File: src/rtl/btn_conditioner.sv
// Purpose : turns two raw bouncing push-buttons into clean one-cycle press pulses.
//           A press on both channels at the same edge is reported as a collision.
// Latency : DEBOUNCE+1 edges from the first edge that samples a steady raw level to the pulse.
// Backpr. : none; the pulses are fire-and-forget and the consumer must take them on that cycle.
//
// Ports:
//   clk        system clock; all state changes on its rising edge
//   rst        asynchronous, active-low reset
//   key0_raw   raw button 0 level, asynchronous, 1 = pressed
//   key1_raw   raw button 1 level, asynchronous, 1 = pressed
//   b0, b1     one-cycle pulse per accepted press; a press on the other channel in the same cycle suppresses it
//   collide    one-cycle pulse when both channels accept a press on the same edge
//   key_level  debounced levels {button1, button0}, intended for LEDs
module btn_conditioner #(
   parameter int DEBOUNCE = 1_000_000,
   parameter int CNT_W    = 20
) (
   input  logic       clk,
   input  logic       rst,
   input  logic       key0_raw,
   input  logic       key1_raw,
   output logic       b0,
   output logic       b1,
   output logic       collide,
   output logic [1:0] key_level
);

   // Last count value before a differing level is accepted.
   localparam logic [CNT_W-1:0] CNT_LAST = CNT_W'(DEBOUNCE - 1);

   logic [1:0]            raw;
   logic [1:0]            s1_q, s1_d;
   logic [1:0]            s2_q, s2_d;
   logic [1:0]            stable_q, stable_d;
   logic [1:0][CNT_W-1:0] cnt_q, cnt_d;
   logic [1:0]            acc;
   logic                  b0_q, b0_d;
   logic                  b1_q, b1_d;
   logic                  collide_q, collide_d;

   assign raw = {key1_raw, key0_raw};

   always_comb begin
      s1_d     = raw;
      s2_d     = s1_q;
      stable_d = stable_q;
      cnt_d    = cnt_q;
      acc      = '0;
      for (int i = 0; i < 2; i++) begin
         if (s2_q[i] == stable_q[i]) begin
            // Any return to the debounced level is a bounce: restart the run.
            cnt_d[i] = '0;
         end else if (cnt_q[i] == CNT_LAST) begin
            stable_d[i] = s2_q[i];
            cnt_d[i]    = '0;
            // Only a 0->1 acceptance is a press; releases just move the level.
            acc[i]      = s2_q[i];
         end else begin
            cnt_d[i] = cnt_q[i] + CNT_W'(1);
         end
      end
      b0_d      = acc[0] & ~acc[1];
      b1_d      = acc[1] & ~acc[0];
      collide_d = acc[0] &  acc[1];
   end

   always_ff @(posedge clk or negedge rst) begin
      if (!rst) begin
         s1_q      <= '0;
         s2_q      <= '0;
         stable_q  <= '0;
         cnt_q     <= '0;
         b0_q      <= 1'b0;
         b1_q      <= 1'b0;
         collide_q <= 1'b0;
      end else begin
         s1_q      <= s1_d;
         s2_q      <= s2_d;
         stable_q  <= stable_d;
         cnt_q     <= cnt_d;
         b0_q      <= b0_d;
         b1_q      <= b1_d;
         collide_q <= collide_d;
      end
   end

   assign b0        = b0_q;
   assign b1        = b1_q;
   assign collide   = collide_q;
   assign key_level = stable_q;

endmodule
File: config.mk
export PLATFORM = sky130hd
export DESIGN_NAME = btn_conditioner
export DESIGN_NICKNAME = d
export VERILOG_FILES = /design/src/rtl/btn_conditioner.sv
export SDC_FILE = /design/constraint.sdc
export NUM_CORES = 1
export LEC_CHECK = 0
export BUFFER_PORTS_ARGS = -buffer_cell sky130_fd_sc_hd__buf_2
export CORE_MARGIN = 2
export CORE_UTILIZATION = 50
export DETAILED_ROUTE_END_ITERATION = 7
export PLACE_DENSITY = 0.67
export SLEW_MARGIN = 10
export SYNTH_ARGS = -nofsm -noshare
export SYNTH_HDL_FRONTEND = slang
export SYNTH_SLANG_ARGS = --single-unit
export TNS_END_PERCENT = 5
File: constraint.sdc
create_clock -name clk -period 2.7 [get_ports clk]
set_input_delay 0.27 -clock clk [delete_from_list [all_inputs] [get_ports clk]]
set_output_delay 0.27 -clock clk [all_outputs]
set_load 0.01 [all_outputs]
==> metrics.cfg, run 1 <==
[outcome]
outcome = finished, final reports clean

[drt]
via_per_inst = 5.55
drt_pass1_iterations = 4
wl_per_cell_um = 13.2
wl_mm = 3.94
first_iter_violations = 118
num_vias = 1660
route.detailed.drc = 0
ant_nets = 0

[die]
ios = 9
start_util = 0.523
row_count = 24
dieWidth_um = 72.0
core-area_sq_um = 4410
die_area_sq_um = 5180
die_y_um = 72.0

[placed_design]
dp.cells = 292
place.gp.congestion = 0.749
dp_hpwl_mm = 2.75
dpl_cell_area_sq_um = 2420
pre_cts_slack_ns = 0.552
portBuffers = 8

[clocking]
clkLatencyLatePin_ns = 0.30
clock-sinks = 49
path_clk_slew_ns = 0.09
clock_path_buffers = 2
htreeDepth = 2
numCtsBuffers = 5
cts_tree = done
cts_root_buffer = clkbuf_8

[critical_path]
r2r.worst_path.cells = 5
cp_num_cells = 5
cp-start-kind = flop
required_ns = 2.93
slowest_delay_ns = 0.66
cpLargestDelayFamily = simple AND/OR/NAND/NOR gates
crit_arrival_ns = 2.41
critPathKind = reg -> reg
crit_start = cnt_q[0]$_DFF_PN0_
r2r-end = cnt_q[18]$_DFF_PN0_
crit_slowest_cell = or4_1
crit_buf_inv = 1
r2r-start = cnt_q[0]$_DFF_PN0_
critPathMaxFanout = 8
reg2reg_slack_ns = 0.52
end_kind = flop
worstPathCellList = ha_1 > inv_1 > or4_1 > or4_4 > a21oi_2

[yosys]
yosysWarnings = 0
avgSynthCellArea_sq_um = 9.87
synth-edff-count = 0
synthesis.area_sq_um = 2310
synth.net_count = 240
ys_types = 35
synth_ff_type = dfrtp_1
synthArstFlopShare = 1.00
syn_inst = 234
seq_area_frac_synth = 0.531
ys_ff_latch = 49

[cells_and_area]
design_area_sq_um = 2500
drive_above_1_share = 0.113
stdcell_count = 299
n_fill_cell = 412
multi_input_area_sq_um = 1020
area_growth_pct = 8.29
fin_nets = 254
seq_area_sq_um = 1230
antennaDiodeCount = 0

[power]
power_per_cell_area_nw_per_um2 = 478
comb_power_share = 0.040
p_clk_frac = 0.330
p_int_uw = 929
pwr-share-seq = 0.630
power.leakage_nw = 1.02
p_sw_uw = 266
peakVddDrop_mv = 0.284
p_sw_frac = 0.222

[timing]
fin_setup_tns_ns = 0
timing.hold.ws_ns = 0.0801
setup_viol = 0
tightestPinTransition_ns = 0.642
fin_crit_ns = 2.18
max_freq_mhz = 459
fin_skew_ns = 0.00724
finalMaxSlewViolations = 0
min_period_over_period = 0.807
maxSlewHeadroom = 0.568
fin_ws_ns = 0.520
report.final.hold_viol_count = 0
rsz0062_at_grt = false

[hold_path]
min_path_type = in -> reg
min_path_cells = 1
hold_path.startpoint = key0_raw
min_to = s1_q[0]$_DFF_PN0_

[grt]
overflow = 0
grt_pass1_wl_mm = 7.06
grt_max_degree = 29
grt_usage = 0.172
grt_pass1_vias = 1576
antenna_found_initial = 0

[flow_run]
max_cap_viol_count = 0

==> flip-flops by register name (all words and copies together) (netlist names) <==
| register | cells |
|---|---|
| b0 | 1 |
| b1 | 1 |
| cnt_q | 40 |
| collide | 1 |
| key_level | 2 |
| s1_q | 2 |
| s2_q | 2 |
==> how the worst max path moves through the flow <==
stage / endpoint / slack [ns]
after detailed placement: cnt_q[18]$_DFF_PN0_ / 0.55
after CTS: cnt_q[18]$_DFF_PN0_ / 0.54
final: cnt_q[18]$_DFF_PN0_ / 0.52
after global routing: cnt_q[14]$_DFF_PN0_ / 0.37
after floorplan: cnt_q[18]$_DFF_PN0_ / 0.68
after global placement: cnt_q[18]$_DFF_PN0_ / 0.61
==> layer usage <==
| layer | track usage | up-vias | part of all wire |
|---|---|---|---|
| met5 | 0 | - | 0 |
| met4 | 0.0692 | 0 | 0.014 |
| met3 | 0.0292 | 5 | 0.033 |
| met2 | 0.253 | 27 | 0.43 |
| met1 | 0.256 | 789 | 0.52 |
| li1 | - | 839 | - |
==> timing repair <==
item | in CTS | in global routing
hold endpoints to repair | 21 | 0
hold buffers | 1 | 0
resized for setup | 0 | 0
setup buffers | 0 | 0
==> stage by stage <==
stage / util / power, mW
3_3_place_gp: 0.548 / 0.815
5_1_grt: 0.567 / 1.24
3_5_place_dp: 0.548 / 0.816
6_report: 0.567 / 1.19
4_1_cts: 0.567 / 1.21
2_1_floorplan: - / 0.788
==> layout make-up <==
cell class,count,area share
inverters,10,0.0150
flip-flops and latches,49,0.490
clock buffers,5,0.0275
multi-input cells,169,0.407
repair buffers,13,0.0320
clock inverters,1,0.00200
well taps,52,0.0260
==> power groups by stage <==
stage / clock network (mW) / logic [mW] / registers (mW)
floorplan: 0 / 0.0221 / 0.766
global placement: 0 / 0.0475 / 0.768
detailed placement: 0 / 0.0481 / 0.768
CTS: 0.407 / 0.0494 / 0.753
global route: 0.431 / 0.0560 / 0.755
finish: 0.394 / 0.0474 / 0.753
==> logic make-up (layout without fill, tap and decap cells) <==
group / after synthesis / after routing / synth area share
AND/OR/NAND/NOR: 114 / 114 / 0.258
flip-flops: 49 / 49 / 0.531
XOR/XNOR: 27 / 27 / 0.102
AO/OA/AOI/OAI: 23 / 23 / 0.0563
buffers and inverters: 16 / 29 / 0.0282
multiplexers: 3 / 3 / 0.0135
adder cells (fa/ha/maj): 2 / 2 / 0.0108
==> cells in the mapped netlist (2+ instances only) <==
library cell  count  share of area
a21oi_1           8          0.017
and3_1            2         0.0054
buf_2             4         0.0087
clkbuf_1          2         0.0033
dfrtp_1          49           0.53
ha_1              2          0.011
inv_1            10          0.016
mux2i_1           2         0.0087
nand2_1          14          0.023
nand3_1          13          0.028
nand4_1           9          0.024
nor2_1           37          0.060
nor2b_1           2         0.0054
nor3_1            8          0.017
nor4_1            7          0.019
o21ai_0           8          0.017
o21ai_1           2         0.0043
o31ai_1           3         0.0098
or3_1             2         0.0054
or3_2             3         0.0098
or4_1             8          0.026
xnor2_1          19          0.072
xor2_1            8          0.030
==> cells in the final DEF, fill, tap and decap left out, types with 2 or more instances in the layout <==
| master | instances |
|---|---|
| clkbuf_8 | 5 |
| buf_4 | 4 |
| or3_2 | 3 |
| nor3_1 | 8 |
| o21ai_1 | 2 |
| o31ai_1 | 3 |
| nor4_1 | 7 |
| nand2_1 | 14 |
| dfrtp_1 | 49 |
| or3_1 | 2 |
| o21ai_0 | 8 |
| buf_2 | 8 |
| nor2b_1 | 2 |
| a21oi_1 | 8 |
| or4_1 | 8 |
| xnor2_1 | 19 |
| nand4_1 | 9 |
| nor2_1 | 37 |
| mux2i_1 | 2 |
| ha_1 | 2 |
| and3_1 | 2 |
| inv_1 | 10 |
| nand3_1 | 13 |
| xor2_1 | 8 |
==> worst register-to-register path, delay by kind of cell, from the launching register on <==
family                   cells  cell delay [ns]
AO/OA/AOI/OAI                1             0.14
adder cells (fa/ha/maj)      1             0.31
flip-flops                   1             0.41
buffers and inverters        1             0.08
AND/OR/NAND/NOR              2             1.19
Power figures use the tool's default switching activity.
==> run 2, diff against run 1 <==
==> constraint.sdc (replaced) <==
create_clock -name clk -period 2.3 [get_ports clk]
set_input_delay 0.23 -clock clk [delete_from_list [all_inputs] [get_ports clk]]
set_output_delay 0.23 -clock clk [all_outputs]
set_load 0.01 [all_outputs]
==> run 2 against run 1 <==
Final cell count is 1.7% higher. Die area stayed put. Via count grew 0.60%. Global-route usage down 0.33 points. Clock power grew 25%. Clock skew decreased by 0.0015 ns. First-iteration DRC count fell by 10%. Setup slack worse by 0.40 ns. Largest power group unchanged. Highest routed layer unchanged.
==> metrics.cfg, run 2 (synthesized netlist as in run 1, its figures left out) <==
[outcome]
outcome = finished, final reports clean

[die]
die_area_sq_um = 5180  ; unchanged
core-area_sq_um = 4410  ; unchanged
die_y_um = 72.0  ; unchanged
dieWidth_um = 72.0  ; unchanged
ios = 9  ; unchanged
row_count = 24  ; unchanged
start_util = 0.523  ; unchanged

[clocking]
path_clk_slew_ns = 0.08  ; about the same
cts_tree = done
clock_path_buffers = 2  ; unchanged
clock-sinks = 49  ; unchanged
cts_resized = 0  ; unchanged
clkLatencyLatePin_ns = 0.29  ; about the same
numCtsBuffers = 5  ; unchanged
htreeDepth = 2  ; unchanged
cts_root_buffer = clkbuf_8

[drt]
num_vias = 1670  ; +0.60%
first_iter_violations = 106  ; -10%
route.detailed.drc = 0  ; unchanged
wl_per_cell_um = 13.2  ; +0.10%
via_per_inst = 5.49  ; -1.1%
wl_mm = 4.01  ; +1.8%
drt_pass1_iterations = 4  ; unchanged
ant_nets = 0  ; unchanged

[cells_and_area]
antennaDiodeCount = 0  ; unchanged
area_growth_pct = 10.1
layout_common_cells = dfrtp_1, nor2_1, xnor2_1
postLayoutCoreUtil = 0.576  ; +0.00964
fin_nets = 258  ; +1.6%
drive_above_1_share = 0.127  ; +0.0136
design_area_sq_um = 2540  ; +1.7%
largest_reg_flops = 40  ; unchanged
final_common_cell = dfrtp_1
regMostFlops = cnt_q
n_fill_cell = 401  ; -2.7%

[critical_path]
crit_arrival_ns = 2.41  ; about the same
end_kind = flop
cp-start-kind = flop
required_ns = 2.52  ; -0.41 ns
reg2reg_slack_ns = 0.12  ; -0.40 ns
critPathMaxFanout = 8  ; unchanged
r2r-start = cnt_q[0]$_DFF_PN0_
r2r-end = cnt_q[18]$_DFF_PN0_
r2r.worst_path.cells = 5  ; unchanged
crit_start = cnt_q[0]$_DFF_PN0_
critPathKind = reg -> reg

[power]
power_mw = 1.44  ; +20%
power.leakage_nw = 1.04  ; +2.3%
p_clk_frac = 0.344  ; +0.014
comb_power_share = 0.041  ; about the same
pwr-share-seq = 0.616  ; -0.014
p_int_mw = 1.13  ; +22%
p_sw_uw = 306  ; +15%
peakVddDrop_mv = 0.362  ; +28%
power_per_cell_area_nw_per_um2 = 565  ; +18%
p_sw_frac = 0.213  ; -0.00973

[grt]
grt_max_degree = 19  ; -34%
grt_pass1_wl_mm = 6.94  ; -1.7%
grt_usage = 0.169  ; -0.00333
overflow = 0  ; unchanged
grt_pass1_vias = 1555  ; -1.3%
antenna_found_initial = 0  ; unchanged

[placed_design]
dpl_cell_area_sq_um = 2450  ; +1.2%
dp_hpwl_mm = 2.85  ; +3.6%
portBuffers = 8  ; unchanged
place.gp.congestion = 0.751  ; +0.37%

[hold_path]
hold_path.startpoint = key0_raw
min_path_cells = 1  ; unchanged
min_path_type = in -> reg
min_to = s1_q[0]$_DFF_PN0_

[timing]
max_freq_mhz = 458  ; -0.16%
setup_viol = 0  ; unchanged
min_period_over_period = 0.949  ; +0.142
report.final.hold_viol_count = 0  ; unchanged
fin_crit_ns = 2.18  ; +0.00340 ns
finalMaxSlewViolations = 0  ; unchanged
fin_skew_ns = 0.00574  ; -0.00150 ns
rsz0062_at_grt = false
fin_setup_tns_ns = 0  ; unchanged
tightestPinTransition_ns = 0.618  ; -0.0245 ns
maxSlewHeadroom = 0.584  ; +0.0165

[flow_run]
max_cap_viol_count = 0  ; unchanged

## run 2: changes by cell type in the layout (fill, tap and decap cells not counted), sizes merged
cell	change
clkinv	-1
buf	+4
clkbuf	+2
## run 2: repair_timing
item	CTS	global route
buffers inserted	0	0
setup endpoints to repair	0	0
hold buffers	1	0
endpoints found under the hold margin	14	0
## run 2: cell type report
| cell class | count | area (sq um) | share of cell area |
|---|---|---|---|
| sequential | 49 | 1230 | 0.482 |
| multi-input combinational | 169 | 1020 | 0.400 |
| timing repair buffer | 17 | 110 | 0.0433 |
| clock buffer | 7 | 86.3 | 0.0339 |
| tap | 52 | 65.1 | 0.0256 |
| inverter | 10 | 37.5 | 0.0148 |
## run 2: power by group through the flow
stage                     Clock [mW]  Sequential (mW)  Combinational (mW)
after detailed placement           0            0.902              0.0583
after global routing           0.550            0.887              0.0679
after floorplan                    0            0.900              0.0260
after global placement             0            0.901              0.0583
after CTS                      0.515            0.885              0.0603
final                          0.494            0.884              0.0583
## run 2: stage by stage
| stage | setup slack (ns) | std cells | hold slack [ns] |
|---|---|---|---|
| final | 0.117 | 304 | 0.0401 |
| after floorplan | 0.282 | 234 | -0.0656 |
| after detailed placement | 0.136 | 296 | 0.152 |
| after global routing | 0.00118 | 304 | 0.0317 |
| after global placement | 0.205 | 296 | 0.151 |
| after CTS | 0.124 | 304 | 0.0323 |
## run 2: worst max path at each step
stage,end,slack [ns]
after floorplan,cnt_q[18]$_DFF_PN0_,0.28
after global placement,cnt_q[18]$_DFF_PN0_,0.20
after detailed placement,cnt_q[18]$_DFF_PN0_,0.14
after CTS,cnt_q[18]$_DFF_PN0_,0.12
after global routing,cnt_q[16]$_DFF_PN0_,0.001
final,cnt_q[18]$_DFF_PN0_,0.12
## run 2: worst max-delay path: stages, from the launching register on
cell,delay (ns)
dfrtp_1,0.41
ha_1,0.30
inv_1,0.08
or4_1,0.67
or4_4,0.53
a21oi_2,0.13
## run 2: per-layer routing
layer | global-route usage | up-vias | share of wire | wire length [um]
met5 | 0 | - | 0 | 0
met4 | 0.0377 | 0 | 0.0067 | 27
met3 | 0.0417 | 2 | 0.036 | 146
met2 | 0.248 | 26 | 0.43 | 1710
met1 | 0.256 | 793 | 0.53 | 2130
li1 | - | 849 | - | -
